**src/rtl/rst_seq_artys7.sv**
```systemverilog
// Reset sequencer: synchronises and debounces MMCM lock, then releases the
// system reset and, after a delay, the core reset; handles lock loss and soft reset.
module rst_seq_artys7 #(
  parameter int SYNC_STAGES        = 2,
  parameter int LOCK_STABLE_CYCLES = 1024,
  parameter int CORE_DELAY_CYCLES  = 16,
  parameter int CNT_W              = 8
) (
  input  logic             clk_i,
  input  logic             rst_i,
  input  logic             locked_i,
  input  logic             soft_rst_req_i,
  output logic             rst_sys_no,
  output logic             rst_core_no,
  output logic             seq_busy_o,
  output logic [CNT_W-1:0] lock_loss_cnt_o
);

  localparam int CNT_MAX = (LOCK_STABLE_CYCLES > CORE_DELAY_CYCLES) ?
                           LOCK_STABLE_CYCLES : CORE_DELAY_CYCLES;
  localparam int CW      = (CNT_MAX > 1) ? $clog2(CNT_MAX) : 1;

  localparam logic [CW-1:0]    LOCK_LAST = CW'(LOCK_STABLE_CYCLES - 1);
  localparam logic [CW-1:0]    CORE_LAST = CW'(CORE_DELAY_CYCLES - 1);
  localparam logic [CNT_W-1:0] LOSS_MAX  = '1;

  typedef enum logic [1:0] {
    WAIT_LOCK,
    SYS_UP,
    RUN,
    SOFT_RST
  } state_e;

  state_e                 state_q, state_d;
  logic [CW-1:0]          cnt_q, cnt_d;
  logic [CNT_W-1:0]       loss_cnt_q, loss_cnt_d;
  logic [SYNC_STAGES-1:0] sync_q;
  logic                   locked_s;
  logic                   rst_sys_q, rst_core_q, busy_q;

  assign locked_s = sync_q[SYNC_STAGES-1];

  always_ff @(posedge clk_i or posedge rst_i) begin
    if (rst_i) begin
      sync_q <= '0;
    end else begin
      sync_q <= {sync_q[SYNC_STAGES-2:0], locked_i};
    end
  end

  always_comb begin
    // NOTE: every next-state variable gets a default first so no latch is inferred.
    state_d    = state_q;
    cnt_d      = cnt_q;
    loss_cnt_d = loss_cnt_q;

    case (state_q)
      WAIT_LOCK: begin
        if (!locked_s) begin
          cnt_d = '0;
        end else if (cnt_q == LOCK_LAST) begin
          state_d = SYS_UP;
          cnt_d   = '0;
        end else begin
          cnt_d = cnt_q + 1'b1;
        end
      end
      SYS_UP: begin
        if (cnt_q == CORE_LAST) begin
          state_d = RUN;
          cnt_d   = '0;
        end else begin
          cnt_d = cnt_q + 1'b1;
        end
      end
      RUN: begin
        if (soft_rst_req_i) begin
          state_d = SOFT_RST;
          cnt_d   = '0;
        end
      end
      SOFT_RST: begin
        // A repeated request restarts the hold, even on its final cycle.
        if (soft_rst_req_i) begin
          cnt_d = '0;
        end else if (cnt_q == CORE_LAST) begin
          state_d = RUN;
          cnt_d   = '0;
        end else begin
          cnt_d = cnt_q + 1'b1;
        end
      end
      default: begin
        state_d = WAIT_LOCK;
        cnt_d   = '0;
      end
    endcase

    // Lock loss after system release overrides everything, including soft requests.
    if (state_q != WAIT_LOCK && !locked_s) begin
      state_d = WAIT_LOCK;
      cnt_d   = '0;
      if (loss_cnt_q != LOSS_MAX) begin
        loss_cnt_d = loss_cnt_q + 1'b1;
      end
    end
  end

  always_ff @(posedge clk_i or posedge rst_i) begin
    // NOTE: sequential state uses non-blocking assignments only.
    if (rst_i) begin
      state_q    <= WAIT_LOCK;
      cnt_q      <= '0;
      loss_cnt_q <= '0;
      rst_sys_q  <= 1'b0;
      rst_core_q <= 1'b0;
      busy_q     <= 1'b1;
    end else begin
      state_q    <= state_d;
      cnt_q      <= cnt_d;
      loss_cnt_q <= loss_cnt_d;
      rst_sys_q  <= (state_d != WAIT_LOCK);
      rst_core_q <= (state_d == RUN);
      busy_q     <= (state_d != RUN);
    end
  end

  assign rst_sys_no      = rst_sys_q;
  assign rst_core_no     = rst_core_q;
  assign seq_busy_o      = busy_q;
  assign lock_loss_cnt_o = loss_cnt_q;

endmodule

```
**config.mk**
```make
export PLATFORM = sky130hd
export DESIGN_NAME = rst_seq_artys7
export DESIGN_NICKNAME = d
export VERILOG_FILES = /design/src/rtl/rst_seq_artys7.sv
export SDC_FILE = /design/constraint.sdc
export NUM_CORES = 1
export LEC_CHECK = 0
export ABC_CLOCK_PERIOD_IN_PS = 4450
export BUFFER_PORTS_ARGS = -buffer_cell sky130_fd_sc_hd__buf_2
export CAP_MARGIN = 20
export CELL_PAD_IN_SITES_DETAIL_PLACEMENT = 1
export CELL_PAD_IN_SITES_GLOBAL_PLACEMENT = 2
export CORE_ASPECT_RATIO = 1.5
export CORE_MARGIN = 2
export CORE_UTILIZATION = 39
export DETAILED_ROUTE_END_ITERATION = 12
export PLACE_DENSITY_LB_ADDON = 0.1
export SLEW_MARGIN = 20
export SYNTH_ARGS = -nofsm -noshare
export SYNTH_HDL_FRONTEND = slang
export SYNTH_SLANG_ARGS = --single-unit
export TNS_END_PERCENT = 20
```
**constraint.sdc**
```tcl
create_clock -name clk_i -period 4.45 [get_ports clk_i]
set_clock_uncertainty 0.05 [all_clocks]
set_input_delay 1.335 -clock clk_i [delete_from_list [all_inputs] [get_ports clk_i]]
set_output_delay 1.335 -clock clk_i [all_outputs]
set_load 0.03 [all_outputs]
```
* Word level (Yosys, flattened, before mapping) *
Cells that the tools add are included.
W data, S select, Z words.

operators by class
  muxes and demuxes = 14
  reductions and logical operators = 6
  equality and inequality tests = 9
  $add $sub $neg = 2

operators with widths
  kind                     number
  $mux W10                 6
  $pmux W10 S4             1
  $mux W2                  6
  $add A10 B1 Y10 const B  1
  $eq A10 B10 Y1 const B   1
  $eq A10 B4 Y1 const B    1
  $add A8 B1 Y8 const B    1
  $ne A8 B8 Y1 const B     1
  $pmux W2 S4              1
  $eq A2 B2 Y1 const B     3
  $reduce_bool A2 Y1       2
  $ne A3 B3 Y1 const B     1
  $eq A2 B1 Y1 const B     1
  $logic_not A2 Y1         1
  $ne A2 B2 Y1 const B     1
  $reduce_and A2 Y1        1
  $logic_and A1 B1 Y1      1
  $logic_not A1 Y1         1

word-level totals
  bits of input ports = 4
  logic and storage cells = 38
  register bits = 25
  output and inout port bits = 11

* Logic depth before layout (Yosys ltp) *
  depth in word-level cells = 6
  depth in mapped cells = 6
  depth with buffers taken out = 5

* Least setup slack after synthesis *
No wires, ideal clock.

  path kind = input to register
  start point = input soft_rst_req_i
  end point = register cnt_q[5]
  data arrival time = 2.139 ns
  library setup time = 0.128 ns
  stages = 5
  setup slack = 2.133 ns
  data required time = 4.272 ns
  path buffers = 1
  path through = and4bb_2 clkbuf_1 nor2_1 mux2i_1 o21ai_0

between the ends
  word-level cells in the longest chain between the ends = 3
  elaborated cells on any way between the ends = 4
  classes of those cells = eq/ne: 1; mux: 3

RTL lines
  item                    RTL line  text
  start: declaration      12        input logic soft_rst_req_i,
  $mux W10                84        if (soft_rst_req_i) begin
  $pmux W10 S4            57        case (state_q)
  $mux W10                100       if (state_q != WAIT_LOCK && !locked_s) begin
  end signal: assignment  120       cnt_q <= cnt_d;
  end: declaration        35        logic [CW-1:0] cnt_q, cnt_d;

Several ways; a longest one is shown, not always the timed one.
A chain may end at the register's enable or synchronous reset.

* Worst setup path after layout *
  start point = register busy_q, in the netlist seq_busy_o
  end point = output seq_busy_o

RTL lines
  item                      RTL line  text
  start: declaration        39        logic rst_sys_q, rst_core_q, busy_q;
  start signal: assignment  124       busy_q <= (state_d != RUN);
  end: declaration          15        output logic seq_busy_o,

No word-level cell between the ends.

==> impl_metrics.toml <==
[critical_path]
arrival_ns = 0.97
critPathMaxStageDelay_ns = 0.52
worstSetupStartpointType = "flip-flop"
crit_path_cell_trace = "buf_2"
cpLargestDelayFamily = "flip-flops"
critical_path_class = "reg2out"
worst-path-buf-inv = 1
path_max_fanout = 1
critPathCaptureType = "primary output"
crit_slowest_cell = "dfstp_2"
cp.required_ns = 3.06

[detailed_routing]
vias_per_cell = 5.45
routedWlPerCell_um = 15.2
drt_pre_antenna_iters = 4
vias = 960
ant_nets = 0
routed_wl_mm = 2.68
dr.first_iter.drc_count = 7
drc = 0

[hold_path]
hp-class = "reg2reg"

[logic_synthesis]
syn-num-nets = 126
ys_ff_latch = 25
netlist_instances = 120
synth_enable_flop_cells = 0
syn_avg_cell_area_um2 = 10.3
ys_types = 35
yosysTopAreaCell = "dfrtp_1"
seq_area_frac_synth = 0.509
synth-main-ff-cell = "dfrtp_1"
yosysWarnings = 0
synth.area.top_cells = "dfrtp_1 (49%), xor2_1 (5.0%), nand3_1 (4.9%)"
yosysMostFrequentCell = "dfrtp_1"
synth_top_area_frac = 0.487
async_flop_share = 1.00
synthTopCellsByCount = "dfrtp_1 (24), nand3_1 (12), nand2_1 (10)"
netlist_area_mm2 = 0.00123

[sta]
setup_tns_ns = 0
period_minus_slack_ns = 2.35
hold_violations = 0
rsz0062_at_grt = "no"
period_share = 0.528
slew_violations = 0
setup_slack_ns = 2.10
setup_viol = 0
slew_headroom = 0.347
tightest_slew_ns = 0.978
timing.fmax_mhz = 425

[clock_tree]
cts_setup_buffers = 0
cts_made_buffers = 3
post_cts_resized = 0
htreeDepth = 1
cts-root-buf = "clkbuf_8"
hold_buffers = 0
cts_buffer_depth = 2
clock_sinks = 25
clk_latency_ns = 0.27
tritoncts = "built"
path_clk_slew_ns = 0.08

[global_route]
antenna_found_initial = 0
grtUsageTotal = 0.172
grt_pass1_vias = 1038
grt_pass1_wl_mm = 4.73
grt_max_degree = 26
grt_overflow = 0

[power]
vdd_drop_max_v = 0.000154
powerDensity_mw_per_mm2 = 276
p_leak_nw = 0.648

[place]
place_hpwl_mm = 1.97
io_buffers = 14
placed_cells = 172
placed_cell_area_mm2 = 0.00134
pre_cts_slack_ns = 1.84
gp_congestion = 0.784

[layout]
drive_above_1_share = 0.169
diodes = 0
fin_nets = 143
syn_to_final_growth_pct = 12.2
n_fill_cell = 346
design_area_mm2 = 0.00138
finalNonFillerCells = 176

[floorplan]
die_y_um = 72.9
io_pins = 15
row_count = 25
die_x_um = 49.9
die_area_mm2 = 0.00364
core_mm2 = 0.00310
initial_core_util = 0.398

[job]
cap_viol_max_count = 0

[outcome]
outcome = "completed"
## metal layers
metal,vias up,track usage,part of all wire
met5,-,0,0
met4,0,0.0957,0.030
met3,7,0.0246,0.021
met2,14,0.308,0.54
met1,478,0.194,0.41
li1,461,-,-
## registers in the layout (all words and copies together) (netlist names)
name	flops
state_q	2
seq_busy_o	1
lock_loss_cnt_o	8
rst_sys_no	1
rst_core_no	1
sync_q	2
cnt_q	10
## logic make-up after synthesis
logic type | synth area share
muxes | 0.0335
buffers and inverters | 0.0335
xor gates and xnor gates | 0.0640
adders and majority gates | 0.0203
AOI/OAI and AO/OA | 0.0853
DFF | 0.509
and+or+nand+nor | 0.255
## cell type report
type                            instances  area (µm²)  area share
Multi-Input combinational cell         86         564       0.408
Clock buffer                            4        45.0      0.0326
Sequential cell                        25         627       0.453
Inverter                                7        26.3      0.0190
Tap cell                               40        50.0      0.0362
Timing Repair Buffer                   14        70.1      0.0507
## final timing paths
path | cells after the start | slack [ns] | to | start
max reg2reg | 5 | 2.59 | cnt_q[3]$_DFFE_PP0P_ | cnt_q[0]$_DFFE_PP0P_
min reg2reg | 0 | 0.32 | sync_q[1]$_DFF_PP0_ | sync_q[0]$_DFF_PP0_
min | 0 | 0.32 | sync_q[1]$_DFF_PP0_ | sync_q[0]$_DFF_PP0_
max in group asynchronous | 2 | 2.52 | lock_loss_cnt_o[3]$_DFFE_PP0P_ | rst_i
max | 1 | 2.10 | seq_busy_o | seq_busy_o$_DFF_PP1_
min in group asynchronous | 2 | 1.23 | lock_loss_cnt_o[1]$_DFFE_PP0P_ | rst_i
## power by group
part           switching, W  internal (W)
sequential       0.00000365      0.000230
clock             0.0000703     0.0000641
combinational    0.00000963    0.00000437
total             0.0000836      0.000299
## cell usage in the layout, fill, tap and decap left out, types with 3 or more instances in the layout
cell,netlist,final
nor2_1,9,9
buf_2,0,14
mux2i_1,3,3
inv_1,7,7
o21ai_0,5,5
dfrtp_1,24,24
a21oi_1,5,5
clkbuf_8,0,3
nand4_1,4,4
xor2_1,7,7
nand3_1,12,12
nor3b_1,3,3
nand2_1,10,10
## metrics by stage
| step | util | total power, W | hold WS (ns) |
|---|---|---|---|
| finish | 0.446 | 0.000382 | 0.319 |
| global route | 0.446 | 0.000397 | 0.324 |
| CTS | 0.446 | 0.000388 | 0.326 |
| detailed placement | 0.432 | 0.000253 | 0.306 |
| global placement | 0.432 | 0.000252 | 0.289 |
| floorplan | - | 0.000247 | 0.281 |
No activity file was read; power rests on OpenSTA's default activity.
